==> src/rtl/imem_pkg.sv <==
// Shared definitions for the instruction-memory loader: default geometry,
// loader FSM state encodings and big-endian byte extraction.
package imem_pkg;

    localparam int DEF_MEM_WIDTH  = 8;
    localparam int DEF_MEM_DEPTH  = 1024;
    localparam int BYTES_PER_WORD = 4;

    typedef enum logic [1:0] {
        ST_IDLE   = 2'd0,
        ST_ACCEPT = 2'd1,
        ST_WRITE  = 2'd2,
        ST_DONE   = 2'd3
    } loader_state_t;

    // Byte 0 is the most significant byte, so it lands at the lowest address.
    function automatic logic [7:0] get_byte(input logic [31:0] word, input logic [1:0] idx);
        logic [7:0] b;
        case (idx)
            2'd0:    b = word[31:24];
            2'd1:    b = word[23:16];
            2'd2:    b = word[15:8];
            default: b = word[7:0];
        endcase
        return b;
    endfunction

endpackage

==> src/rtl/imem_loader.sv <==
// Writer side of the byte-wide instruction memory: takes 32-bit words from a
// valid/ready stream and writes each one as four big-endian byte writes.
module imem_loader
    import imem_pkg::*;
#(
    parameter int MEM_WIDTH = DEF_MEM_WIDTH,
    parameter int MEM_DEPTH = DEF_MEM_DEPTH,
    parameter int BASE_ADDR = 0
) (
    input  logic                 clk,
    input  logic                 rst,
    input  logic                 start,
    input  logic                 word_valid,
    input  logic [31:0]          word_data,
    input  logic                 word_last,
    output logic                 word_ready,
    output logic                 wr_en,
    output logic [31:0]          wr_addr,
    output logic [MEM_WIDTH-1:0] wr_data,
    output logic                 busy,
    output logic                 done,
    output logic                 overflow,
    output logic [31:0]          word_count
);

    localparam logic [31:0] BASE      = 32'(BASE_ADDR);
    localparam logic [32:0] DEPTH_LIM = 33'(MEM_DEPTH);
    localparam logic [31:0] STEP      = 32'(BYTES_PER_WORD);

    loader_state_t        state_reg, state_next;
    logic [31:0]          ptr_reg, ptr_next;
    logic [1:0]           byte_idx_reg, byte_idx_next;
    logic [31:0]          word_reg, word_next;
    logic                 last_reg, last_next;
    logic [31:0]          count_reg, count_next;
    logic                 overflow_reg, overflow_next;

    logic                 word_ready_reg, word_ready_next;
    logic                 wr_en_reg, wr_en_next;
    logic [31:0]          wr_addr_reg, wr_addr_next;
    logic [MEM_WIDTH-1:0] wr_data_reg, wr_data_next;
    logic                 busy_reg, busy_next;
    logic                 done_reg, done_next;

    logic                 handshake;

    assign handshake = word_valid && word_ready_reg;

    always_comb begin
        state_next    = state_reg;
        ptr_next      = ptr_reg;
        byte_idx_next = byte_idx_reg;
        word_next     = word_reg;
        last_next     = last_reg;
        count_next    = count_reg;
        overflow_next = overflow_reg;

        case (state_reg)
            ST_IDLE: begin
                if (start) begin
                    state_next    = ST_ACCEPT;
                    ptr_next      = BASE;
                    count_next    = '0;
                    overflow_next = 1'b0;
                end
            end
            ST_ACCEPT: begin
                if (handshake) begin
                    // 33-bit compare so a pointer near 2^32 cannot wrap past the check.
                    if ({1'b0, ptr_reg} + 33'd4 > DEPTH_LIM) begin
                        overflow_next = 1'b1;
                        state_next    = ST_IDLE;
                    end else begin
                        word_next     = word_data;
                        last_next     = word_last;
                        byte_idx_next = 2'd0;
                        state_next    = ST_WRITE;
                    end
                end
            end
            ST_WRITE: begin
                if (byte_idx_reg == 2'd3) begin
                    byte_idx_next = 2'd0;
                    ptr_next      = ptr_reg + STEP;
                    count_next    = count_reg + 32'd1;
                    state_next    = last_reg ? ST_DONE : ST_ACCEPT;
                end else begin
                    byte_idx_next = byte_idx_reg + 2'd1;
                end
            end
            ST_DONE: begin
                state_next = ST_IDLE;
            end
            default: begin
                state_next = ST_IDLE;
            end
        endcase

        // Outputs are registered from the next-state view so they line up with state_reg.
        word_ready_next = (state_next == ST_ACCEPT);
        busy_next       = (state_next == ST_ACCEPT) || (state_next == ST_WRITE);
        done_next       = (state_next == ST_DONE);
        wr_en_next      = (state_next == ST_WRITE);
        wr_addr_next    = wr_addr_reg;
        wr_data_next    = wr_data_reg;
        if (state_next == ST_WRITE) begin
            wr_addr_next = ptr_next + {30'd0, byte_idx_next};
            wr_data_next = MEM_WIDTH'(get_byte(word_next, byte_idx_next));
        end
    end

    always_ff @(posedge clk or posedge rst) begin
        if (rst) begin
            state_reg      <= ST_IDLE;
            ptr_reg        <= BASE;
            byte_idx_reg   <= 2'd0;
            word_reg       <= '0;
            last_reg       <= 1'b0;
            count_reg      <= '0;
            overflow_reg   <= 1'b0;
            word_ready_reg <= 1'b0;
            wr_en_reg      <= 1'b0;
            wr_addr_reg    <= '0;
            wr_data_reg    <= '0;
            busy_reg       <= 1'b0;
            done_reg       <= 1'b0;
        end else begin
            state_reg      <= state_next;
            ptr_reg        <= ptr_next;
            byte_idx_reg   <= byte_idx_next;
            word_reg       <= word_next;
            last_reg       <= last_next;
            count_reg      <= count_next;
            overflow_reg   <= overflow_next;
            word_ready_reg <= word_ready_next;
            wr_en_reg      <= wr_en_next;
            wr_addr_reg    <= wr_addr_next;
            wr_data_reg    <= wr_data_next;
            busy_reg       <= busy_next;
            done_reg       <= done_next;
        end
    end

    assign word_ready = word_ready_reg;
    assign wr_en      = wr_en_reg;
    assign wr_addr    = wr_addr_reg;
    assign wr_data    = wr_data_reg;
    assign busy       = busy_reg;
    assign done       = done_reg;
    assign overflow   = overflow_reg;
    assign word_count = count_reg;

endmodule

==> config.mk <==
export PLATFORM = sky130hd
export DESIGN_NAME = imem_loader
export DESIGN_NICKNAME = d
export VERILOG_FILES = /design/src/rtl/imem_pkg.sv /design/src/rtl/imem_loader.sv
export SDC_FILE = /design/constraint.sdc
export NUM_CORES = 1
export LEC_CHECK = 0
export ABC_CLOCK_PERIOD_IN_PS = 6600
export BUFFER_PORTS_ARGS = -buffer_cell sky130_fd_sc_hd__clkbuf_2
export CAP_MARGIN = 5
export CELL_PAD_IN_SITES_DETAIL_PLACEMENT = 0
export CELL_PAD_IN_SITES_GLOBAL_PLACEMENT = 1
export CORE_MARGIN = 2
export CORE_UTILIZATION = 45
export DETAILED_ROUTE_END_ITERATION = 10
export GPL_TIMING_DRIVEN = 0
export PLACE_DENSITY_LB_ADDON = 0.1
export SYNTH_ARGS = -nofsm -noshare
export SYNTH_HDL_FRONTEND = slang
export SYNTH_SLANG_ARGS = --single-unit
==> constraint.sdc <==
create_clock -name clk -period 6.6 [get_ports clk]
set_input_delay 0.99 -clock clk [delete_from_list [all_inputs] [get_ports clk]]
set_output_delay 0.99 -clock clk [all_outputs]
set_load 0.01 [all_outputs]
-- Yosys cells after proc, flatten, opt, wreduce, memory -nomap -nowiden
Index checks and enable logic that the tools add are counted.
- bits in registers: 146
- output and inout bits: 77
- logic and storage cells: 66
- magnitude comparators: 1
- add/sub/neg operators: 5
- bitwise logic cells: 1
- reduce and logical (&&, ||, !) cells: 9
- eq/ne operators: 13
- multiplexer cells: 24
- operator list (kind ; number):
    2-to-1 mux 32 bit ; 7
    case mux 32 bit (2 select lines) ; 2
    adder 32 x 3 -> 33 bit, second input constant ; 1
    greater-than comparator 33 x 11 -> 1 bit, second input constant ; 1
    adder 32 x 1 -> 32 bit, second input constant ; 1
    adder 32 x 2 -> 32 bit ; 1
    adder 32 x 3 -> 32 bit, second input constant ; 1
    case mux 8 bit (3 select lines) ; 1
    2-to-1 mux 2 bit ; 8
    == test 2 bit, second input constant ; 6
    != test 2 bit, second input constant ; 4
    case mux 2 bit (4 select lines) ; 1
    == test 2 x 1 -> 1 bit, second input constant ; 3
    AND reduction 3 bit ; 2
    zero test 2 bit ; 2
    case mux 2 bit (2 select lines) ; 1
    AND reduction 4 bit ; 1
    nonzero test 2 bit ; 2
    2-to-1 mux 1 bit ; 3
    adder 2 x 1 -> 2 bit, second input constant ; 1
    case mux 1 bit (2 select lines) ; 1
    logical AND 1 bit ; 1
    logical OR 1 bit ; 1
    NOT 1 bit ; 1

-- Logic depth before layout (Yosys ltp)
- depth in word-level cells: 7
- depth in mapped cells: 23
- depth with buffers taken out: 18

-- Worst setup path before layout
Ideal clock, no wire load.
- kind: register -> register
- from: register ptr_reg[2]
- to: register wr_addr_reg[31], in the netlist wr_addr[31]
- clock period less this slack: 5.132 ns
- path buffers: 5
- arrival time: 5.007 ns
- cell stages (with the launch flop): 24
- path slack: 1.468 ns
- library setup time: 0.125 ns
- cells stage by stage: dfrtp_1 > ha_1 > nand3_4 > or4_1 > clkbuf_1 > o31a_1 > nor3_1 > nand4_2 > o311ai_4 > and2_1 > buf_6 > inv_4 > buf_4 > ha_1 > a21oi_1 > nand4bb_1 > nor2_1 > and4b_1 > clkbuf_1 > and3_1 > clkbuf_1 > nand4_1 > xnor2_1 > mux2_2
- cells in the longest elaborated chain, start to end: 6
- elaborated cells on any way between the ends: 14
- ends and longest elaborated chain (what ; line ; RTL):
    start, declared ; imem_loader.sv:31 ; logic [31:0] ptr_reg, ptr_next;
    start signal, assigned ; imem_loader.sv:129 ; ptr_reg <= ptr_next;
    adder 32 x 3 -> 33 bit ; imem_loader.sv:70 ; if ({1'b0, ptr_reg} + 33'd4 > DEPTH_LIM) begin
    greater-than comparator 33 x 11 -> 1 bit ; imem_loader.sv:70 ;
    2-to-1 mux 2 bit ; imem_loader.sv:70 ;
    2-to-1 mux 2 bit ; imem_loader.sv:68 ; if (handshake) begin
    case mux 2 bit (2 select lines) ; imem_loader.sv:58 ; case (state_reg)
    via byte_idx_next[1] ; imem_loader.sv:32 ; logic [1:0] byte_idx_reg, byte_idx_next;
    adder 32 x 2 -> 32 bit ; imem_loader.sv:107 ; wr_addr_next = ptr_next + {30'd0, byte_idx_next};
    end signal, assigned ; imem_loader.sv:137 ; wr_addr_reg <= wr_addr_next;
    end, declared ; imem_loader.sv:40 ; logic [31:0] wr_addr_reg, wr_addr_next;
The timed path passes the listed nets, and every way through them passes these cells.
A chain may end at the register's enable or synchronous reset.

-- Worst setup path after layout
Same ends and word-level chain as after synthesis.

==> flow_summary_export.csv <==
group,metric,value,unit
setup_path,timing.rr.end,"wr_addr[31]",
global_route,first_global_vias,6811,
final_layout,final_cells,1294,
route,vias_per_cell,5.53,
global_route,grtUsageMet3,0.0455,
synthesis,synth_area_leaders,"dfrtp_1 (43%), nand2_1 (6.3%), mux2_2 (4.8%)",
job,maxCapViolations,0,
place,hpwlAfterDp,15600,um
setup_path,cp.required,6.91,ns
setup_path,critPathMaxFanout,11,
hold_path,hp-start,"word_reg[12]",
sta,max_freq,0.162,GHz
final_layout,diodes,0,
synthesis,synth_cell_types,72,
clock_network,tritoncts,"built",
synthesis,postSynthAreaPerCell,9.25,sq um
final_layout,layout.nets,1096,
sta,setup-violations-final,0,
synthesis,synth_top_family_by_area,"simple AND/OR/NAND/NOR gates",
power_and_ir_drop,p_per_area,303,nW/um^2
clock_network,cts_made_buffers,17,
global_route,use_met1,0.327,
floorplan,dieHeight,141,um
route,via_count,7161,
synthesis,synthMuxAreaShare,0.0744,
run_status,outcome,"finished clean",
route,drtIter0Drc,390,
synthesis,synth_common_cells,"dfrtp_1 (146), nand2_1 (141), nor2_1 (63)",
final_layout,fillers,1793,
setup_path,r2r-start,"ptr_reg[2]",
sta,finalCriticalPeriod,6.18,ns
synthesis,synth.net_count,963,
synthesis,seq_area_frac_synth,0.432,
synthesis,syn_inst,914,
route,post-route-drc-count,0,
power_and_ir_drop,seqPwrFrac,0.375,
synthesis,netlist.area_leader.share,0.432,
power_and_ir_drop,switchingPower,1.12,mW
sta,fin_worst_hold_slack,0.467,ns
route,routed_wl,22000,um
clock_network,cts_max_level,4,
sta,hold_viol,0,
global_route,grt_pass1_wl,36100,um
power_and_ir_drop,pwr-share-comb,0.306,
place,numPlacedInstances,1262,
floorplan,ios,114,
synthesis,synth_xor_area_frac,0.0652,
synthesis,syn_area,8460,sq um
setup_path,reg2reg_depth,23,
route,wire_per_inst,17.0,um
clock_network,cts.repair.resized,0,
global_route,top_usage_layer,"met2",
synthesis,synth_top_cell_by_area,"dfrtp_1",
hold_path,min_path_cells,2,
sta,rsz0062_at_grt,"false",
clock_network,cts_root_buf,"clkbuf_16",
global_route,gr-total-overflow,0,
setup_path,critPathCaptureType,"flip-flop",
clock_network,clkTransAtPathRegs,0.07,ns
power_and_ir_drop,peakVddDrop,0.000220,V
floorplan,core-area,18600,sq um
setup_path,path_cells,"ha_1 -> nand3_4 -> or4_1 -> clkbuf_1 -> o31a_1 -> nor3_1 -> nand4_2 -> o311ai_4 -> and2_1 -> buf_6 -> inv_4 -> buf_4 -> ha_1 -> a21oi_1 -> nand4bb_1 -> nor2_1 -> and4b_1 -> clkbuf_1 -> and3_1 -> clkbuf_1 -> nand4_1 -> xnor2_1 -> mux2_2",
clock_network,clock_latency,0.44,ns
synthesis,async_flop_share,1.00,
floorplan,rows,50,
clock_network,clock_path_buffers,2,
setup_path,arrival,6.49,ns
synthesis,synth_edf_count,0,
sta,tightest_slew,0.846,ns
synthesis,synth_fa_ha_area_frac,0.0186,
synthesis,yosysWarnings,0,
synthesis,synth_compound_area_frac,0.126,
global_route,grt_max_degree,96,
floorplan,chipWidth,141,um
sta,slew_violations,0,
synthesis,synth-seq-cells,146,
floorplan,start_util,0.455,
synthesis,synthFlopType,"dfrtp_1",
power_and_ir_drop,netSwitchingFraction,0.372,
clock_network,clkSinkCount,146,
global_route,antenna_found_initial,0,
setup_path,crit_slowest_cell,"or4_1",
place,portBuffers,113,
final_layout,layout-drive-gt1-share,0.206,
sta,period_share,0.936,
power_and_ir_drop,power.internal,1.89,mW
route,drt-pass1-iter-count,5,
hold_path,whs_endpoint,"word_reg[12]",
setup_path,r2r_slack,0.42,ns
place,gp_congestion,0.867,
setup_path,cp_common_cell,"clkbuf_1",
synthesis,synth_most_common_cell,"dfrtp_1",
floorplan,dieArea,19900,sq um
clock_network,cts_hold_buf,0,
clock_network,postCtsSetupBuffers,0,
sta,fin_setup_tns,0,ns
sta,skew,0.0136,ns
setup_path,cpPeakStageDelay,0.51,ns
global_route,track_usage,0.226,
global_route,grt_util_met2,0.345,
setup_path,start_kind,"flip-flop",
route,ant_nets,0,
hold_path,hold_path_class,"flip-flop to flip-flop",
synthesis,synth-simple-area-share,0.240,
final_layout,area_growth,17.5,%
sta,relSlewSlack,0.425,
power_and_ir_drop,pwr-share-clk,0.318,
setup_path,critPathKind,"flip-flop to flip-flop",
power_and_ir_drop,leakage,4.73,nW
-- cell type report --
class | instances | area [sq um] | share of cell area
multi-input cells | 682 | 4440 | 0.447
flip-flops and latches | 146 | 3650 | 0.368
repair buffers | 114 | 593 | 0.0597
clock buffers | 18 | 439 | 0.0442
well taps | 234 | 293 | 0.0295
plain buffers | 62 | 279 | 0.0281
clock inverters | 14 | 138 | 0.0139
inverters | 24 | 97.6 | 0.00982
-- routing by layer --
layer | wire length, um | up-vias
li1 | - | 3531
met1 | 10800 | 3425
met5 | 0 | -
met4 | 350 | 0
met2 | 9920 | 178
met3 | 947 | 27
-- critical path, delay by kind of cell, from the launching register on --
| family | cells | cell delay [ns] |
|---|---|---|
| XOR/XNOR | 1 | 0.20 |
| adder cells (fa/ha/maj) | 2 | 0.69 |
| multiplexers | 1 | 0.26 |
| AO/OA/AOI/OAI | 3 | 0.83 |
| flip-flops | 1 | 0.50 |
| AND/OR/NAND/NOR | 10 | 2.48 |
| buffers and inverters | 6 | 1.09 |
-- layout by cell type (no fill, tap or decap), types with 24 or more instances in the layout --
master | netlist | layout
dfrtp_1 | 146 | 146
nand3_1 | 51 | 51
clkbuf_1 | 45 | 45
mux2_2 | 36 | 36
nand2_1 | 141 | 141
a31oi_1 | 24 | 24
xor2_1 | 33 | 33
clkbuf_2 | 0 | 113
nor2_1 | 63 | 63
xnor2_1 | 30 | 30
o21ai_0 | 31 | 31
-- metrics by stage --
| step | power (mW) | worst slack (ns) | util | cell area (sq um) |
|---|---|---|---|---|
| after detailed placement | 2.07 | 0.391 | 0.503 | 9350 |
| after global placement | 2.06 | -0.200 | 0.501 | 9320 |
| after CTS | 3.04 | 0.371 | 0.534 | 9920 |
| final | 3.01 | 0.424 | 0.535 | 9930 |
| after floorplan | 1.77 | 1.47 | - | 8460 |
| after global routing | 3.19 | 0.0351 | 0.535 | 9930 |
-- worst max-delay path by stage --
stage	slack [ns]	cells after the start	start	endpoint
CTS	0.37	22	ptr_reg[2]	wr_addr[31]
detailed placement	0.39	22	ptr_reg[2]	wr_addr[31]
global placement	-0.20	2	rst	wr_addr[10]
floorplan	1.47	23	ptr_reg[2]	wr_addr[31]
global route	0.04	23	ptr_reg[2]	wr_addr[31]
finish	0.42	23	ptr_reg[2]	wr_addr[31]
-- power by group through the flow --
stage | clock, mW | sequential (mW) | combinational (mW)
3_5_place_dp | 0 | 1.15 | 0.926
5_1_grt | 1.01 | 1.15 | 1.04
2_1_floorplan | 0 | 1.15 | 0.621
6_report | 0.959 | 1.13 | 0.923
4_1_cts | 0.979 | 1.13 | 0.930
3_3_place_gp | 0 | 1.15 | 0.914
-- cells by family after synthesis --
logic type / count (synthesis)
DFF: 146
xor gates and xnor gates: 63
AOI/OAI and AO/OA: 155
buffers and inverters: 86
muxes: 58
and+or+nand+nor: 394
adders and majority gates: 12
No activity file was read; power rests on OpenSTA's default activity.
